===== src/rtl/frame_render_ctrl.sv =====
// Per-frame sequencer: rewind list, clear back buffer, project + rasterize, swap, advance angle.
// Latency: sync edge to list_rewind 1 cycle; minimum frame 6 cycles from REWIND back to IDLE.
// Backpressure: each phase waits on its engine's done handshake; a per-state watchdog aborts a stuck frame.
module frame_render_ctrl #(
  parameter int WIIA = 4,
  parameter int WIFA = 8,
  parameter logic [WIIA+WIFA-1:0] ANGLE_STEP = 12'h010,
  parameter logic [WIIA+WIFA-1:0] ANGLE_MAX  = 12'h648,
  parameter int TRI_CNT_W = 10,
  parameter int TIMEOUT_W = 20
) (
  input  logic                   Clk,
  input  logic                   Reset_n,
  input  logic                   enable,
  input  logic                   pause,
  input  logic                   frame_sync,
  output logic                   proj_start,
  input  logic                   proj_done,
  input  logic                   fifo_w_mon,
  output logic                   list_rewind,
  output logic                   clear_start,
  input  logic                   clear_done,
  output logic                   draw_start,
  input  logic                   draw_done,
  input  logic                   fifo_empty,
  output logic [WIIA+WIFA-1:0]   angle,
  output logic                   buf_swap,
  output logic                   frame_busy,
  output logic [TRI_CNT_W-1:0]   tri_count,
  output logic                   overrun,
  output logic                   timeout
);

  localparam int AW = WIIA + WIFA;
  localparam logic [TRI_CNT_W-1:0] CNT_ONE = {{(TRI_CNT_W-1){1'b0}}, 1'b1};
  localparam logic [TIMEOUT_W-1:0] WD_ONE  = {{(TIMEOUT_W-1){1'b0}}, 1'b1};

  typedef enum logic [2:0] {
    IDLE     = 3'd0,
    REWIND   = 3'd1,
    CLEAR    = 3'd2,
    PROJ     = 3'd3,
    PROJ_END = 3'd4,
    DRAIN    = 3'd5,
    SWAP     = 3'd6
  } state_t;

  state_t               state;
  logic                 frame_sync_q;
  logic                 sync_edge;
  logic [TRI_CNT_W-1:0] frame_cnt;
  logic [TIMEOUT_W-1:0] wd_cnt;
  logic                 wd_run;
  logic                 wd_expired;
  logic                 cnt_en;
  logic [AW:0]          angle_sum;
  logic [AW-1:0]        angle_next;

  // frame_sync is already in the Clk domain, so a single delay flop gives the edge
  assign sync_edge  = frame_sync & ~frame_sync_q;
  // The watchdog only runs in states that wait on an external engine
  assign wd_run     = (state == CLEAR) || (state == PROJ) || (state == PROJ_END) || (state == DRAIN);
  assign wd_expired = wd_run && (&wd_cnt);
  // Triangles are counted as long as the projection engine may still be writing
  assign cnt_en     = (state == PROJ) || (state == PROJ_END);

  // Next angle: sum is one bit wider so the wrap compare cannot overflow
  always_comb begin
    angle_sum = {1'b0, angle} + {1'b0, ANGLE_STEP};
    if (angle_sum >= {1'b0, ANGLE_MAX}) angle_next = angle_sum[AW-1:0] - ANGLE_MAX;
    else                                angle_next = angle_sum[AW-1:0];
  end

  // Frame sequencer: state, counters and all registered outputs
  always_ff @(posedge Clk or negedge Reset_n) begin
    if (!Reset_n) begin
      state        <= IDLE;
      frame_sync_q <= 1'b0;
      frame_cnt    <= '0;
      wd_cnt       <= '0;
      proj_start   <= 1'b0;
      list_rewind  <= 1'b0;
      clear_start  <= 1'b0;
      draw_start   <= 1'b0;
      buf_swap     <= 1'b0;
      frame_busy   <= 1'b0;
      angle        <= '0;
      tri_count    <= '0;
      overrun      <= 1'b0;
      timeout      <= 1'b0;
    end else begin
      frame_sync_q <= frame_sync;
      list_rewind  <= 1'b0;
      buf_swap     <= 1'b0;

      // A new sync while a frame is in flight is dropped and flagged
      if (sync_edge && (state != IDLE)) overrun <= 1'b1;

      // Saturating per-frame triangle count; a write coincident with proj_done still counts
      if (cnt_en && fifo_w_mon && !(&frame_cnt)) frame_cnt <= frame_cnt + CNT_ONE;

      // Default watchdog behaviour; every state change below clears it explicitly
      wd_cnt <= wd_run ? (wd_cnt + WD_ONE) : '0;

      if (wd_expired) begin
        // Abort: drop all starts, no swap, angle and tri_count untouched
        timeout     <= 1'b1;
        state       <= IDLE;
        clear_start <= 1'b0;
        proj_start  <= 1'b0;
        draw_start  <= 1'b0;
        frame_busy  <= 1'b0;
        wd_cnt      <= '0;
      end else begin
        case (state)
          IDLE: begin
            if (!enable) begin
              overrun <= 1'b0;
              timeout <= 1'b0;
            end else if (sync_edge) begin
              state       <= REWIND;
              list_rewind <= 1'b1;
              frame_busy  <= 1'b1;
            end
          end
          REWIND: begin
            frame_cnt   <= '0;
            state       <= CLEAR;
            clear_start <= 1'b1;
            wd_cnt      <= '0;
          end
          CLEAR: begin
            if (clear_done) begin
              state       <= PROJ;
              clear_start <= 1'b0;
              proj_start  <= 1'b1;
              draw_start  <= 1'b1;
              wd_cnt      <= '0;
            end
          end
          PROJ: begin
            if (proj_done) begin
              state      <= PROJ_END;
              proj_start <= 1'b0;
              wd_cnt     <= '0;
            end
          end
          PROJ_END: begin
            if (!proj_done) begin
              state  <= DRAIN;
              wd_cnt <= '0;
            end
          end
          DRAIN: begin
            if (fifo_empty && draw_done) begin
              state      <= SWAP;
              draw_start <= 1'b0;
              buf_swap   <= 1'b1;
              tri_count  <= frame_cnt;
              if (!pause) angle <= angle_next;
              wd_cnt     <= '0;
            end
          end
          SWAP: begin
            state      <= IDLE;
            frame_busy <= 1'b0;
          end
          default: begin
            state       <= IDLE;
            clear_start <= 1'b0;
            proj_start  <= 1'b0;
            draw_start  <= 1'b0;
            frame_busy  <= 1'b0;
          end
        endcase
      end
    end
  end

endmodule


===== config.mk =====
export PLATFORM = sky130hd
export DESIGN_NAME = frame_render_ctrl
export DESIGN_NICKNAME = d
export VERILOG_FILES = /design/src/rtl/frame_render_ctrl.sv
export SDC_FILE = /design/constraint.sdc
export NUM_CORES = 1
export LEC_CHECK = 0
export ABC_CLOCK_PERIOD_IN_PS = 4300
export BUFFER_PORTS_ARGS = -buffer_cell sky130_fd_sc_hd__buf_2
export CAP_MARGIN = 20
export CORE_UTILIZATION = 40
export DETAILED_ROUTE_END_ITERATION = 8
export SETUP_SLACK_MARGIN = 0.4
export SYNTH_ARGS = -nofsm -noshare
export SYNTH_HDL_FRONTEND = slang
export SYNTH_SLANG_ARGS = --single-unit

===== constraint.sdc =====
create_clock -name Clk -period 4.3 [get_ports Clk]
set_input_delay 0.86 -clock Clk [delete_from_list [all_inputs] [get_ports Clk]]
set_output_delay 0.86 -clock Clk [all_outputs]
set_load 0.02 [all_outputs]

==> results by stage, run 1 <==
GRT:
- The via count of the first global-routing pass is 2300.
- The first-pass GRT wire length is 10450 µm.
- The total routing usage reported by global routing is 15.48%.
- After global routing the overflow that remains totals 0.
- Entering global routing, the biggest net connects 32 pins.
- The number of antenna violations at the first check in global routing is 0.

Clocking:
- The clock passes through at most 2 buffers.
- The H-tree depth reported by CTS is 3.
- The tree is rooted in a sky130_fd_sc_hd__clkbuf_8.
- The number of CTS-inserted buffers is 9.
- For this design, the CTS-stage hold fixing added 0 buffers.
- The tree built by TritonCTS fans out to 61 sinks.
- The number of buffers added for setup after CTS is 0.
- Clock-pin slew was measured on the worst setup and hold paths at 0.07 ns.
- The clock latency on the worst-skew pair is 0.34 ns.
- In this run, post-CTS repair resized a total of 0 instances.
- The CTS tree is done.

Logic synthesis:
- In this run the cell area of the synthesized design comes to 3336 µm².
- The share of the Yosys chip area taken by registers is 45.76%.
- The synthesized design contains 0 enable-type register cells.
- The number of different library cells in the post-synthesis netlist is 63.
- In the synthesized netlist the async set-or-reset flop fraction comes to 100.0%.
- By area the synthesized netlist is led by sky130_fd_sc_hd__dfrtp_1, sky130_fd_sc_hd__xor2_1, sky130_fd_sc_hd__nor2_1, sky130_fd_sc_hd__mux2_4, sky130_fd_sc_hd__xnor2_1.
- The synthesized netlist devotes 12.12% of its cell area to compound gates.
- The cell type with the highest aggregate area in the netlist is sky130_fd_sc_hd__dfrtp_1.
- The multiplexer share of the synthesized area is 5.926%.
- Summing the areas of all and, or, nand and nor instances in the mapped netlist gives 20.59% of the synthesized area.
- Summing the areas of all fa, ha and maj instances in the mapped netlist gives 2.251% of the synthesized area.
- A synthesized cell averages 10.20 µm².
- The synthesized flop and latch total is 61.
- The share of synthesized area in the top cell type comes to 45.76%.
- The total number of yosys warnings is 0.
- The xor/xnor share of the synthesized area is 8.927%.
- Among all flip-flop cells after synthesis, the most frequent one is sky130_fd_sc_hd__dfrtp_1.
- The main combinational cell family by area after synthesis is simple AND/OR/NAND/NOR gates.
- The cell count after synthesis is 327.

Cells and area:
- The repair_antennas step left the layout with diodes totalling 0.
- Leaving out fill and tap cells, the most frequent cell in the layout is sky130_fd_sc_hd__dfrtp_1.
- In the layout the commonest cells are sky130_fd_sc_hd__dfrtp_1, sky130_fd_sc_hd__nor2_1, sky130_fd_sc_hd__buf_2.
- Of the cells placed in the final design, the portion with a size suffix greater than 1 is 21.49%.
- Counting the fill cells in the layout gives 774.
- Once layout is done, the placed cells without fillers occupy 3724 µm².
- Compared with the post-synthesis result, the final layout area differs by 11.63%.
- The final layout contains 376 nets.

Floorplan:
- The floorplan has 32 rows.
- Once the floorplan was initialized, standard cells occupied 42.29% of the core.
- The region available for standard cell placement spans 7888 µm².
- Pin placement for this block handled 40 I/O pins.
- In this run the vertical extent of the chip is 93.32 µm.
- The die area is 8709 µm².
- The horizontal die dimension is 93.32 µm.

Timing:
- The sum of negative setup slack is 0 ns.
- The slew of the pin with the lowest slew margin is 0.7681 ns.
- The remaining max-slew budget at the tightest pin is 48.74%.
- For this run, the top clock speed supported by timing is 0.3659 GHz.
- Between clock sinks in the finished design, the worst skew comes to 0.008536 ns.
- Setup repair after global routing left no endpoint under its margin.
- The worst path in the final design needs a cycle of 2.733 ns, including I/O delays and setup.
- The final max-slew violation count is 0.
- The setup violation total in the final timing report is 0.
- The portion of the clock cycle consumed by the worst path in the final layout is 63.56%.
- The hold violation total from the final report came to 0.

Place:
- The number of buffer cells added on primary ports is 36.
- Summing all placed instances gives a cell area of 3545 µm².
- The estimated wirelength of the detail-placed design is 4313 µm.
- The final estimated routing congestion in global placement is 0.7452.

Pwr:
- The peak supply drop is 0.2781 mV.
- The leakage power is 1.671 nW.
- The total power per unit cell area is 445.7 nW/µm².

Worst setup path:
- The worst-path maximum fanout is 14.
- The worst setup path is launched from a register.
- The type of destination of the critical path is a register.
- The worst setup path is of the register to register kind.
- Data on the critical path is required at its endpoint by 4.55 ns.
- The arrival time of the worst setup path is 2.98 ns.

Drt:
- The remaining design rule violation count is 0.
- The first detailed-routing pass ran for 6 iterations.
- The remaining antenna violation count after routing is 0.
- After detailed routing, the number of vias per cell comes to 5.237.
- The number of DRC markers after the initial detailed-route iteration is 98.
- The wire length per cell is 13.55 µm.
- The total detailed-routing wirelength is 6300 µm.
- The detailed-route via count is 2435.

Run status:
- The run finished with clean final reports.

Flow run:
- Across the run, the number of max-cap violations was 0.

Hold path:
- The min-delay analysis places its worst path in the category register to register.
==> logic make-up after synthesis <==
| logic type | after synthesis |
|---|---|
| simple gates | 131 |
| fa+ha+maj | 6 |
| buf+inv | 24 |
| flops | 61 |
| compound gates | 55 |
| mux | 15 |
| other cells | 1 |
| xor+xnor | 34 |
==> registers in the layout, summed over array words and instances, names as in the netlist <==
name,cells
angle,9
overrun,1
draw_start,1
list_rewind,1
timeout,1
buf_swap,1
tri_count,10
frame_busy,1
proj_start,1
frame_cnt,10
state,3
clear_start,1
wd_cnt,20
frame_sync_q,1
==> cell usage after synthesis, drive strengths merged (3+ instances only) <==
master / number
nand4: 9
a21oi: 17
nor2: 46
nor3b: 5
nor4: 3
xnor2: 13
nor2b: 6
inv: 6
a211oi: 3
nand3: 9
ha: 6
mux2: 11
and4: 3
o21ai: 13
a21boi: 3
nand2b: 3
buf: 14
clkbuf: 4
nor3: 3
mux2i: 4
xor2: 21
or3: 10
dfrtp: 61
nand2: 25
or2: 3
==> where the power goes <==
group / total (mW) / internal, mW / switching (mW)
Sequential: 0.750 / 0.639 / 0.111
Combinational: 0.426 / 0.171 / 0.255
Clock: 0.484 / 0.261 / 0.222
==> routing by layer <==
metal	global-route usage (%)	up-vias	part of all wire [%]
met3	2.439	9	3.5
met4	7.949	0	1.6
met2	23.71	39	45
met1	21.17	1184	50
met5	0	-	0
li1	-	1203	-
==> through the flow <==
| stage | setup WS [ns] | utilization (%) | hold slack (ns) | cells | total power, mW |
|---|---|---|---|---|---|
| 2_1_floorplan | 1.975 | - | 0.4553 | 329 | 1.071 |
| 3_3_place_gp | 1.671 | 44.94 | 0.4702 | 451 | 1.182 |
| 3_5_place_dp | 1.613 | 44.94 | 0.4883 | 451 | 1.189 |
| 4_1_cts | 1.581 | 47.21 | 0.4981 | 465 | 1.678 |
| 5_1_grt | 1.377 | 47.21 | 0.5146 | 465 | 1.758 |
| 6_report | 1.567 | 47.21 | 0.5029 | 465 | 1.660 |
==> layout make-up <==
| type | instances | area [µm²] | area share, % |
|---|---|---|---|
| Multi-Input combinational cell | 244 | 1673 | 44.93 |
| Sequential cell | 61 | 1526 | 40.99 |
| Timing Repair Buffer | 38 | 195.2 | 5.242 |
| Clock buffer | 10 | 127.6 | 3.427 |
| Tap cell | 102 | 127.6 | 3.427 |
| Clock inverter | 4 | 51.30 | 1.378 |
| Inverter | 6 | 22.52 | 0.6048 |
==> worst max-delay path, stage by stage, from the launching register on <==
cell	delay [ns]
sky130_fd_sc_hd__dfrtp_1	0.52
sky130_fd_sc_hd__ha_1	0.49
sky130_fd_sc_hd__a21o_1	0.14
sky130_fd_sc_hd__a41oi_1	0.12
sky130_fd_sc_hd__a211o_2	0.33
sky130_fd_sc_hd__a21oi_2	0.53
sky130_fd_sc_hd__o21ai_0	0.23
sky130_fd_sc_hd__a21oi_2	0.16
sky130_fd_sc_hd__xnor2_1	0.13
==> path summary, 6_finish.rpt <==
path                            from      endpoint  slack, ns  depth (start not counted)
min in group asynchronous    Reset_n  frame_sync_q       0.58                          1
hold reg to reg            wd_cnt[0]     wd_cnt[0]       0.50                          1
max in group asynchronous    Reset_n     angle[10]       2.84                          2
setup / recovery            angle[4]     angle[10]       1.57                          8
setup reg to reg            angle[4]     angle[10]       1.57                          8
hold / removal             wd_cnt[0]     wd_cnt[0]       0.50                          1
(Power assumes the default switching activity.)
==> run 2, diff against run 1 <==
- ABC_CLOCK_PERIOD_IN_PS: 4300 -> 2800
- clock period: 4.3 -> 2.8 ns (I/O delays scaled with it)
==> results by stage, run 2 (synthesis results as in run 1) <==
Run status:
- The flow ran to the end, and the final reports show no timing, DRC or antenna violations.

Drt:
- The detailed-route via count is 2406.
- The wire length per cell is 13.56 µm.
- The total detailed-routing wirelength is 6426 µm.
- The via density per instance is 5.076.
- In this run the remaining antenna-violating nets after routing total 0.
- The remaining design rule violation count is 0.
- The first detailed-routing pass ran for 4 iterations.
- The number of DRC markers after the initial detailed-route iteration is 85.

Floorplan:
- The die span in y is 93.32 µm.
- The area of the core is 7888 µm².
- The starting density of the core is 42.29%.
- The horizontal die dimension is 93.32 µm.
- The row count is 32.
- The top-level port count is 40.
- The floorplan step defined a die boundary enclosing 8709 µm².

Cells and area:
- The area used by multi-input combinational logic is 1705 µm².
- The register with the most flip-flops is wd_cnt.
- The relative area change from synthesis to final layout is 15.27%.
- The storage element area is 1529 µm².
- The post-route cell area is 3845 µm².
- In the final layout, the share of cells above drive strength 1 is 25.81%.
- The largest registers in the layout are wd_cnt (20), frame_cnt (10), tri_count (10).
- The leading cell type in the layout, fill and taps excluded is sky130_fd_sc_hd__dfrtp_1.
- The register with the most flip-flops in the layout has 20 of them.
- The filler cells instantiated in the layout total 762.
- In the layout the commonest cells are sky130_fd_sc_hd__dfrtp_1, sky130_fd_sc_hd__nor2_1, sky130_fd_sc_hd__buf_2.
- 0 antenna diodes ended up in the layout.
- The number of nets at the end of the flow is 383.

Flow run:
- Across the run, the number of max-cap violations was 0.

Place:
- The final estimated routing congestion in global placement is 0.7792.
- The placed instances occupy a cell area of 3602 µm².
- Buffers placed on the I/O ports in this run total 36.
- The wire-length estimate of the detail-placed layout is 4304 µm.

Worst setup path:
- The highest-delay cell along the critical path is sky130_fd_sc_hd__dfrtp_1.
- The highest cell delay on the worst timing path is 0.42 ns.
- The type of destination of the critical path is a register.
- Traced cell by cell, the critical path runs through buf_4, and3_2, nor4_2, a211o_2, a21oi_2, buf_4, or3_1, a21oi_2, xnor2_1.
- The critical path is of the register to register type.
- At the worst endpoint, the required time is 3.06 ns.
- The worst-path maximum fanout is 9.
- The register-to-register path setup slack is 0.53 ns.
- STA puts the critical path data arrival time at 2.54 ns.
- The number of cells on the worst reg-to-reg path is 9.
- The timing startpoint of the critical path is angle[4].
- The startpoint identified for the worst register-to-register timing path is angle[4].
- In this run the critical register-to-register path is captured at angle[10].
- The worst setup path is launched from a register.

Timing:
- The sum of negative setup slack is 0 ns.
- The clock arrives with 0.01197 ns of skew.
- Headroom to the max-slew limit came out at 65.18%.
- The shortest period the worst path allows is 2.273 ns.
- Setup repair after global routing left no endpoint under its margin.
- For the pin with the worst max-slew slack, the measured transition is 0.5182 ns.
- The portion of the clock cycle consumed by the worst path in the final layout is 81.18%.
- The final max-slew violation count is 0.
- The setup violation total in the final timing report is 0.
- The hold violation total from the final report is 0.
- Based on the critical path, the design can be clocked at up to 0.4400 GHz.

Clocking:
- The clock reaches the later pin of the worst-skew pair after 0.34 ns.
- The H-tree depth reported by CTS is 3.
- The root cell of the clock tree is sky130_fd_sc_hd__clkbuf_8.
- TritonCTS built the clock tree.
- After clock tree synthesis, the flow added hold-fix buffers numbering 0.
- The longest clock path from root to sink contains 2 buffers.
- Clock tree synthesis found a total of 61 sinks.
- The clock transition at the register clock pins on the worst setup and hold paths after CTS is 0.07 ns.
- Counting the buffers created by CTS gives 9.

GRT:
- Entering global routing, the biggest net connects 62 pins.
- The via count of the first global-routing pass is 2326.
- Summed over all layers, the global routing overflow is 0.
- The first-pass GRT wire length is 11080 µm.
- The total routing usage reported by global routing is 16.37%.
- The number of antenna violations at the first check in global routing is 0.

Pwr:
- The worst-case IR drop observed on VDD is 0.3230 mV.
- The leakage power is 1.720 nW.
- The total power per unit cell area is 692.0 nW/µm².

Hold path:
- The path class of the tightest hold or removal check is input pin to asynchronous set/reset pin.
run 2: cell count changes in the layout (fill, tap and decap cells not counted), moves of 2 or more:
cell	before	now
sky130_fd_sc_hd__buf_4	2	8
sky130_fd_sc_hd__clkinvlp_4	1	3
sky130_fd_sc_hd__dfrtp_1	61	59
sky130_fd_sc_hd__dfrtp_2	0	2
run 2: critical path: cells and delay by family (launching register included):
family                 cells  cell delay (ns)
AO/OA/AOI/OAI              3             0.41
XOR/XNOR                   1             0.12
buffers and inverters      2             0.35
flip-flops                 1             0.42
AND/OR/NAND/NOR            3             0.91
run 2: worst max path at each step:
stage / to / depth (start not counted)
after floorplan: angle[10] / 8
after global placement: angle[10] / 9
after detailed placement: angle[10] / 9
after CTS: angle[10] / 9
after global routing: angle[10] / 9
final: angle[10] / 9
run 2: routing by layer:
| metal | part of all wire (%) | vias to the layer above | track usage (%) |
|---|---|---|---|
| met4 | 1.1 | 0 | 4.231 |
| li1 | - | 1219 | - |
| met5 | 0 | - | 0 |
| met3 | 3.6 | 6 | 5.447 |
| met2 | 46 | 38 | 24.82 |
| met1 | 50 | 1143 | 22.45 |
run 2: layout make-up:
class | instances | area share, %
clock buffer | 10 | 3.580
clock inverter | 6 | 1.627
inverter | 6 | 0.5857
multi-input combinational | 244 | 44.35
sequential | 61 | 39.77
tap | 102 | 3.319
timing repair buffer | 45 | 6.769
run 2: where the power goes:
group	total, mW	switching (mW)	internal (mW)	leakage, nW
Sequential	1.12	0.137	0.983	0.810
Combinational	0.752	0.449	0.303	0.815
Clock	0.788	0.357	0.432	0.0943
Total	2.66	0.943	1.72	1.72
run 2: through the flow:
stage | utilization, % | power, mW | instances | hold WS, ns | worst slack (ns)
floorplan | - | 1.645 | 329 | 0.2644 | 0.4753
global placement | 45.67 | 1.841 | 457 | 0.4703 | 0.4231
detailed placement | 45.67 | 1.861 | 457 | 0.4788 | 0.3437
CTS | 48.24 | 2.665 | 473 | 0.2288 | 0.4108
global route | 48.75 | 2.851 | 474 | 0.2406 | 0.4154
finish | 48.75 | 2.661 | 474 | 0.2220 | 0.5270
run 2: timing repair:
item                                    4_1_cts  5_1_grt
endpoints found under the setup margin        4       26
hold endpoints to repair                      0        0
gates cloned                                  0        0
setup buffers                                 0        1
gates resized for setup                       1        9
pin swaps                                     0        2
